$ cat src/rtl/eth_pkg.sv
// rtl/eth_pkg.sv - Ethernet constants, receive FSM states and byte-wise CRC-32 step.
package eth_pkg;

    localparam logic [7:0]  ETH_PREAMBLE    = 8'h55;
    localparam logic [7:0]  ETH_SFD         = 8'hD5;
    localparam logic [31:0] ETH_CRC_INIT    = 32'hFFFFFFFF;
    localparam logic [31:0] ETH_CRC_RESIDUE = 32'hDEBB20E3;
    localparam logic [31:0] ETH_CRC_POLY    = 32'hEDB88320;

    typedef enum logic [2:0] {
        ST_IDLE,
        ST_PRE,
        ST_DATA,
        ST_END,
        ST_ABORT,
        ST_WAIT_END
    } rx_state_t;

    // Reflected CRC-32, LSB of the byte first, no final inversion.
    function automatic logic [31:0] crc32_d8(input logic [31:0] crc, input logic [7:0] data);
        logic [31:0] c;
        c = crc ^ {24'h0, data};
        for (int i = 0; i < 8; i++) begin
            c = c[0] ? ((c >> 1) ^ ETH_CRC_POLY) : (c >> 1);
        end
        return c;
    endfunction

endpackage

$ cat src/rtl/eth_crc32_d8.sv
// rtl/eth_crc32_d8.sv - Byte-wise CRC-32 register with synchronous clear and enable.
module eth_crc32_d8
    import eth_pkg::*;
(
    input  logic        clk,
    input  logic        reset,
    input  logic        clear,
    input  logic        enable,
    input  logic [7:0]  data,
    output logic [31:0] crc
);

    always_ff @(posedge clk or posedge reset) begin
        if (reset) begin
            crc <= ETH_CRC_INIT;
        end else if (clear) begin
            crc <= ETH_CRC_INIT;
        end else if (enable) begin
            crc <= crc32_d8(crc, data);
        end
    end

endmodule

$ cat src/rtl/gmii_rx_deframer.sv
// rtl/gmii_rx_deframer.sv - GMII receive deframer to 8-bit AXI-Stream; optional FCS check under GMII_RX_FCS_CHECK_EN.
module gmii_rx_deframer
    import eth_pkg::*;
#(
    parameter int PREAMBLE_MAX = 7,
    parameter int STAT_WIDTH   = 16
)
(
    input  logic                  clk,
    input  logic                  reset,
    input  logic [7:0]            eth_rxd,
    input  logic                  eth_rxdv,
    input  logic                  eth_rxer,
    input  logic                  axis_tready,
    output logic                  axis_tvalid,
    output logic [7:0]            axis_tdata,
    output logic                  axis_tlast,
    output logic                  axis_tuser,
    output logic [STAT_WIDTH-1:0] stat_frames_ok,
    output logic [STAT_WIDTH-1:0] stat_frames_bad
);

    rx_state_t  state;
    logic [7:0] pipe_data [4];
    logic [3:0] pipe_valid;
    logic [7:0] hold_data;
    logic       hold_valid;
    logic       error;
    logic [7:0] pre_cnt;

    logic slot_free;
    logic beat_done;
    logic is_pre;
    logic is_sfd;
    logic pre_drop;
    logic runt;
    logic frame_bad;

    assign slot_free = !axis_tvalid || axis_tready;
    assign beat_done = axis_tvalid && axis_tready && axis_tlast;
    assign is_pre    = (eth_rxd == ETH_PREAMBLE);
    assign is_sfd    = (eth_rxd == ETH_SFD);
    assign pre_drop  = (state == ST_PRE) && eth_rxdv &&
                       ((is_pre && (pre_cnt >= 8'(PREAMBLE_MAX))) || (!is_pre && !is_sfd));
    assign runt      = (state == ST_DATA) && !eth_rxdv && !hold_valid;

`ifdef GMII_RX_FCS_CHECK_EN
    logic [31:0] crc;
    logic        crc_clear;
    logic        crc_en;

    assign crc_clear = eth_rxdv && is_sfd && ((state == ST_IDLE) || (state == ST_PRE));
    assign crc_en    = eth_rxdv && (state == ST_DATA);

    eth_crc32_d8 u_crc (
        .clk    (clk),
        .reset  (reset),
        .clear  (crc_clear),
        .enable (crc_en),
        .data   (eth_rxd),
        .crc    (crc)
    );

    // The CRC is frozen outside DATA, so it stays valid while the end beat waits for the slot.
    assign frame_bad = error || (crc != ETH_CRC_RESIDUE);
`else
    assign frame_bad = error;
`endif

    always_ff @(posedge clk or posedge reset) begin
        if (reset) begin
            state           <= ST_IDLE;
            pipe_data       <= '{default: 8'h00};
            pipe_valid      <= 4'b0000;
            hold_data       <= 8'h00;
            hold_valid      <= 1'b0;
            error           <= 1'b0;
            pre_cnt         <= 8'h00;
            axis_tvalid     <= 1'b0;
            axis_tdata      <= 8'h00;
            axis_tlast      <= 1'b0;
            axis_tuser      <= 1'b0;
            stat_frames_ok  <= '0;
            stat_frames_bad <= '0;
        end else begin
            if (axis_tvalid && axis_tready) begin
                axis_tvalid <= 1'b0;
            end
            stat_frames_ok  <= stat_frames_ok + STAT_WIDTH'(beat_done && !axis_tuser);
            stat_frames_bad <= stat_frames_bad + STAT_WIDTH'(beat_done && axis_tuser)
                                               + STAT_WIDTH'(pre_drop || runt);

            case (state)
                ST_IDLE: begin
                    if (eth_rxdv) begin
                        if (is_pre) begin
                            state   <= ST_PRE;
                            pre_cnt <= 8'd1;
                        end else if (is_sfd) begin
                            state      <= ST_DATA;
                            pipe_valid <= 4'b0000;
                            hold_valid <= 1'b0;
                            error      <= 1'b0;
                        end else begin
                            state <= ST_WAIT_END;
                        end
                    end
                end
                ST_PRE: begin
                    if (!eth_rxdv) begin
                        state <= ST_IDLE;
                    end else if (pre_drop) begin
                        state <= ST_WAIT_END;
                    end else if (is_pre) begin
                        pre_cnt <= pre_cnt + 8'd1;
                    end else begin
                        state      <= ST_DATA;
                        pipe_valid <= 4'b0000;
                        hold_valid <= 1'b0;
                        error      <= 1'b0;
                    end
                end
                ST_DATA: begin
                    if (eth_rxdv) begin
                        if (eth_rxer) begin
                            error <= 1'b1;
                        end
                        if (hold_valid && !slot_free) begin
                            error <= 1'b1;
                            state <= ST_ABORT;
                        end else begin
                            if (hold_valid) begin
                                axis_tvalid <= 1'b1;
                                axis_tdata  <= hold_data;
                                axis_tlast  <= 1'b0;
                                axis_tuser  <= 1'b0;
                            end
                            // Four bytes of lag behind the hold register keep the FCS off the stream.
                            hold_data    <= pipe_data[3];
                            hold_valid   <= pipe_valid[3];
                            pipe_data[3] <= pipe_data[2];
                            pipe_data[2] <= pipe_data[1];
                            pipe_data[1] <= pipe_data[0];
                            pipe_data[0] <= eth_rxd;
                            pipe_valid   <= {pipe_valid[2:0], 1'b1};
                        end
                    end else if (hold_valid) begin
                        if (slot_free) begin
                            axis_tvalid <= 1'b1;
                            axis_tdata  <= hold_data;
                            axis_tlast  <= 1'b1;
                            axis_tuser  <= frame_bad;
                            state       <= ST_IDLE;
                        end else begin
                            state <= ST_END;
                        end
                    end else begin
                        state <= ST_IDLE;
                    end
                end
                ST_END: begin
                    if (slot_free) begin
                        axis_tvalid <= 1'b1;
                        axis_tdata  <= hold_data;
                        axis_tlast  <= 1'b1;
                        axis_tuser  <= frame_bad;
                        state       <= ST_IDLE;
                    end
                end
                ST_ABORT: begin
                    if (slot_free) begin
                        axis_tvalid <= 1'b1;
                        axis_tdata  <= 8'h00;
                        axis_tlast  <= 1'b1;
                        axis_tuser  <= 1'b1;
                        state       <= eth_rxdv ? ST_WAIT_END : ST_IDLE;
                    end
                end
                ST_WAIT_END: begin
                    if (!eth_rxdv) begin
                        state <= ST_IDLE;
                    end
                end
                default: state <= ST_IDLE;
            endcase
        end
    end

endmodule

$ cat config.mk
export PLATFORM = sky130hd
export DESIGN_NAME = gmii_rx_deframer
export DESIGN_NICKNAME = d
export VERILOG_FILES = /design/src/rtl/eth_pkg.sv /design/src/rtl/eth_crc32_d8.sv /design/src/rtl/gmii_rx_deframer.sv
export SDC_FILE = /design/constraint.sdc
export NUM_CORES = 1
export LEC_CHECK = 0
export CAP_MARGIN = 10
export CORE_MARGIN = 4
export CORE_UTILIZATION = 30
export DETAILED_ROUTE_END_ITERATION = 10
export HOLD_SLACK_MARGIN = 0.1
export PLACE_DENSITY = 0.47
export SLEW_MARGIN = 40
export SYNTH_ARGS = -nofsm -noshare
export SYNTH_HDL_FRONTEND = slang
export SYNTH_SLANG_ARGS = --single-unit
export TNS_END_PERCENT = 100
$ cat constraint.sdc
create_clock -name clk -period 4.5 [get_ports clk]
set_input_delay 0.9 -clock clk [delete_from_list [all_inputs] [get_ports clk]]
set_output_delay 0.9 -clock clk [all_outputs]
set_load 0.05 [all_outputs]
# After elaboration in Yosys (flattened, before gate mapping)

Index checks and enable logic that the tools add are counted.

Bitwise logic cells: 1
Magnitude comparators: 1
Equality and inequality tests: 26
Add/sub/neg operators: 4
Muxes and demuxes: 68
Reductions and logical operators: 34

Operator list:

| cell                                                                   | count |
|---|---|
| 8-bit 2-to-1 mux                                                       | 11 |
| 16-bit by 1-bit adder with 16-bit output                               | 3 |
| 3-bit 2-to-1 mux                                                       | 13 |
| 4-bit 2-to-1 mux                                                       | 8 |
| 1-bit 2-to-1 mux                                                       | 26 |
| 2-bit != test (second input constant)                                  | 13 |
| 8-bit case mux with 3 select lines                                     | 1 |
| 3-bit case mux with 6 select lines                                     | 1 |
| 9-bit AND reduction                                                    | 2 |
| 8-bit case mux with 2 select lines                                     | 1 |
| 4-bit case mux with 3 select lines                                     | 1 |
| 6-bit AND reduction                                                    | 2 |
| 1-bit logical AND                                                      | 11 |
| 3-bit by 2-bit != test with 1-bit output (second input constant)       | 3 |
| 1-bit case mux with 3 select lines                                     | 3 |
| 8-bit by 1-bit adder with 8-bit output (second input constant)         | 1 |
| 8-bit by 7-bit equality test with 1-bit output (second input constant) | 1 |
| 8-bit equality test (second input constant)                            | 1 |
| 8-bit by 3-bit >= comparator with 1-bit output (second input constant) | 1 |
| 1-bit logical NOT                                                      | 7 |
| 3-bit by 2-bit equality test with 1-bit output (second input constant) | 2 |
| 3-bit equality test (second input constant)                            | 2 |
| 3-bit != test (second input constant)                                  | 2 |
| 3-bit nonzero test                                                     | 2 |
| other kinds (12)                                                       | 16 |

Bits of input ports: 13
Register bits: 100
Logic and storage cells: 150

# Logic depth before layout (Yosys ltp)

Depth after elaboration: 8
Depth in mapped cells: 11

# Worst setup path after synthesis

OpenSTA, ideal clock, no wires.

Kind: input to register
From: input eth_rxd[3]
To: register stat_frames_bad[6]
Arrival: 2.759 ns
Buffers on the path: 0
Data required time: 4.354 ns
Stages: 8
Slack: 1.595 ns
Cell sequence: nand4bb_4 or3_4 a22oi_1 nand2_1 fa_1 ha_1 and3_1 xor2_1

Cells in the longest elaborated chain, start to end: 7

Ends and longest elaborated chain:

| what                                                                                         | RTL line                                       | text |
|---|---|---|
| start, declared                                                                              | gmii_rx_deframer.sv:11                         | `input logic [7:0] eth_rxd,` |
| 8-bit by 7-bit equality test with 1-bit output / 8-bit equality test (equally long branches) | gmii_rx_deframer.sv:41, gmii_rx_deframer.sv:42 |  |
| 1-bit logical NOT                                                                            | gmii_rx_deframer.sv:44                         | `((is_pre && (pre_cnt >= 8'(PREAMBLE_MAX))) \|\| (!is_pre && !is_sfd));` |
| 1-bit logical AND                                                                            | gmii_rx_deframer.sv:44                         |  |
| 1-bit logical OR (*)                                                                         | gmii_rx_deframer.sv:44                         |  |
| 1-bit logical AND (*)                                                                        | gmii_rx_deframer.sv:43                         | `assign pre_drop = (state == ST_PRE) && eth_rxdv &&` |
| 1-bit logical OR (*)                                                                         | gmii_rx_deframer.sv:91                         | `+ STAT_WIDTH'(pre_drop \|\| runt);` |
| 16-bit by 1-bit adder with 16-bit output (*)                                                 | gmii_rx_deframer.sv:91                         |  |
| end signal, assigned                                                                         | gmii_rx_deframer.sv:90                         | `stat_frames_bad <= stat_frames_bad + STAT_WIDTH'(beat_done && axis_tuser)` |
| end, declared                                                                                | gmii_rx_deframer.sv:20                         | `output logic [STAT_WIDTH-1:0] stat_frames_bad` |

Mark *: on every way between the ends. The rest lies on a longest branch, timed or not.
A chain may end at the register's enable or synchronous reset.

# Worst setup path in the final report

From: input eth_rxdv
To: register stat_frames_bad[12]

Cells in the longest elaborated chain, start to end: 5

Ends and longest elaborated chain:

| what                                         | RTL line               | text |
|---|---|---|
| start, declared                              | gmii_rx_deframer.sv:12 | `input logic eth_rxdv,` |
| 1-bit logical NOT                            | -                      |  |
| 1-bit logical AND (2 in a row)               | gmii_rx_deframer.sv:45 | `assign runt = (state == ST_DATA) && !eth_rxdv && !hold_valid;` |
| 1-bit logical OR (*)                         | gmii_rx_deframer.sv:91 |  |
| 16-bit by 1-bit adder with 16-bit output (*) | gmii_rx_deframer.sv:91 |  |

Marked as above.

==> metrics <==
io pins 56; worst path arrival time between 3000 and 4000 ps; Worst setup EP type flop; maximum vdd drop 0.000420 V; vias post-DR 2,734; Worst path max stage delay 590 ps; Final min period 3180 ps; drt via density between 4 and 5; Reg-to-Reg End stat_frames_bad[12]$_DFF_PP0_; CTS sink cnt 100; total power 2.34 mW; gr usage total 0.111; sequential cell area 2500 µm²; Skew-Pair Late Insertion Delay around 340 ps; Routability Congestion approximately 0.78; commonest non-fill, non-tap cell in the layout dfrtp_1; clk buf depth 2; cts hold-fix bufs 0; fillers between 1,000 and 1,500; total CTS buffers 9; Critical Path, Cell by Cell clkdlybuf4s50_1 -> and4bb_2 -> and2_2 -> a22oi_1 -> nand2_1 -> fa_1 -> ha_1 -> nand2_1 -> nor2_1 -> nand3_1 -> xnor2_1; die width 127 µm; Cell Area, Synth 4260 µm²; Residual DRC 0; Die Area 16,200 µm²; Fmax 314 MHz; syn avg cell area roughly 13 µm²; 1st-iter DRT viols approximately 220; Seq cells post-synth 100; DIE HEIGHT 127 µm; worst path bufs/invs 1; Req. time, crit path 4760 ps; initial core utilization 0.307; cell taking the most area after synthesis dfrtp_1; EDFF count, synth 0; Port Buffers 55; n_diodes 0; end of the critical path stat_frames_bad[12]$_DFF_PP0_; nets 410; critical path startpoint eth_rxdv; r2r worst-path depth 10; final setup fails 0; Tightest Hold Check Type flop to flop; max_slew headroom 0.507; post-cts resize count 0; Max FO, Critical Path 11; Worst-Margin Slew 736 ps; design area approximately 5300 µm²; cell depth of the worst setup path 11; grt ovf 0; Max Slew Vio Count 0; final core occ 0.385; H-tree depth 3; routed wire length 8.13 mm; Fin Setup TNS 0 ps; Yosys cell types between 40 and 50; number of global-route vias before repair between 2,000 and 3,000; Lkg Pwr 2.42 nW; clock-pin slew on the worst setup and hold paths roughly 70 ps; Post-DRT Antenna Nets 0; Final Hold Vio Count 0; Cells after Synth ~330; skew final 3.64 ps; # rows 43; first-pass GRT wire length 14.3 mm; synth warn 0; drt wl/cell roughly 14 µm; RR Startpoint state[0]$_DFFE_PP0P_; syn nets 351; Synth top area share 0.587; # Post-CTS Setup Buffers 0; share of layout cells above drive strength 1 0.181; Crit Path Class input pin to flop; status completed; core area around 14,000 µm²; asr flop ratio synth 1.00; initial antenna violation count 0; Worst path most repeated cell nand2_1; Power per Cell Area 438 nW/µm²; first drt pass iteration count 4; dpl cell area 5030 µm²; Detailed Place HPWL 5.62 mm; setup ws final approximately 1300 ps; CTS tree done; Layout area overhead 25.3%; pin count of the biggest net entering global routing 77; CP max stage cell clkdlybuf4s50_1; r2r setup slk approximately 1800 ps; worst slack, placed 958 ps; clock root cell clkbuf_16; Final Cycle Share 0.707; CP top delay family simple AND/OR/NAND/NOR gates; max_cap viols 0; synth top area cells dfrtp_1, mux2_2, xnor2_1, a22o_1, nand3_1; area occupied by multi-input gates 1700 µm²; unrepaired setup endpoints after global routing no; Critical Path Source Type input pin; Seq/Total Area, Yosys 0.587; dominant synthesized flop cell dfrtp_1; commonest non-fill, non-tap cells in the layout dfrtp_1, clkdlybuf4s50_1, mux2_2
==> power by group <==
part	internal, mW	switching, mW
clock	0.477	0.318
combinational	0.182	0.315
sequential	0.960	0.0883
==> registers in the layout, indices dropped and copies added, names as in the netlist <==
signal	flops
error	1
axis_tlast	1
state	3
hold_data	8
pre_cnt	8
axis_tuser	1
pipe_valid	4
stat_frames_ok	16
stat_frames_bad	16
hold_valid	1
axis_tvalid	1
axis_tdata	8
pipe_data	32
==> synth_stat cells, drive strengths merged, types with 5 or more instances <==
master and count:
xor2 7, nor2b 5, nor2 17, nor3 7, nand2b 6, dfrtp 100
mux2 41, o21ai 6, a22o 12, nand4 8, xnor2 21, nand3 14
buf 5, inv 6, clkbuf 5, a21oi 12, nand2 15, and3 5
==> layout make-up <==
cell class,instances,share of cell area
Clock buffer,13,0.0506
Clock inverter,3,0.00820
Inverter,6,0.00515
Multi-Input combinational cell,217,0.318
Sequential cell,100,0.468
Tap cell,180,0.0422
Timing Repair Buffer,58,0.107
==> cells by family (layout without fill, tap and decap cells) <==
logic type	count (synthesis)	after routing	share of synthesized area
multiplexers	42	42	0.111
XOR/XNOR	28	28	0.0575
flip-flops	100	100	0.587
buffers and inverters	16	80	0.0156
adder cells (fa/ha/maj)	5	5	0.0164
AO/OA/AOI/OAI	47	47	0.0822
AND/OR/NAND/NOR	95	95	0.130
==> worst reg2reg max path, delay by kind of cell (launching register included) <==
kind                       cells  cell delay, ps
AOI/OAI and AO/OA              1             130
xor gates and xnor gates       1             120
DFF                            1             600
and+or+nand+nor                6            1030
adders and majority gates      2             700
==> per-layer routing <==
metal | track usage | part of all wire | routed length [µm]
met1 | 0.153 | 0.48 | 3920
met3 | 0.0468 | 0.066 | 536
met2 | 0.155 | 0.43 | 3510
met4 | 0.0416 | 0.020 | 164
met5 | 0 | 0 | 0
==> per-stage QoR <==
step           hold slack [ps]  cells
4_1_cts                    482    577
5_1_grt                    497    577
3_5_place_dp               465    561
2_1_floorplan              450    333
3_3_place_gp               463    561
6_report                   478    577
==> how the worst min path moves through the flow <==
stage                     slack, ps  depth (start not counted)                          start                             to
final                           480                          1      pipe_valid[0]$_DFFE_PP0P_      pipe_valid[0]$_DFFE_PP0P_
after global placement          460                          1      pipe_valid[0]$_DFFE_PP0P_      pipe_valid[0]$_DFFE_PP0P_
after detailed placement        460                          1  stat_frames_bad[15]$_DFF_PP0_  stat_frames_bad[15]$_DFF_PP0_
after global routing            500                          1  stat_frames_bad[15]$_DFF_PP0_  stat_frames_bad[15]$_DFF_PP0_
after CTS                       480                          1      pipe_valid[0]$_DFFE_PP0P_      pipe_valid[0]$_DFFE_PP0P_
after floorplan                 450                          1      pipe_valid[0]$_DFFE_PP0P_      pipe_valid[0]$_DFFE_PP0P_
No activity file was read; power rests on OpenSTA's default activity.
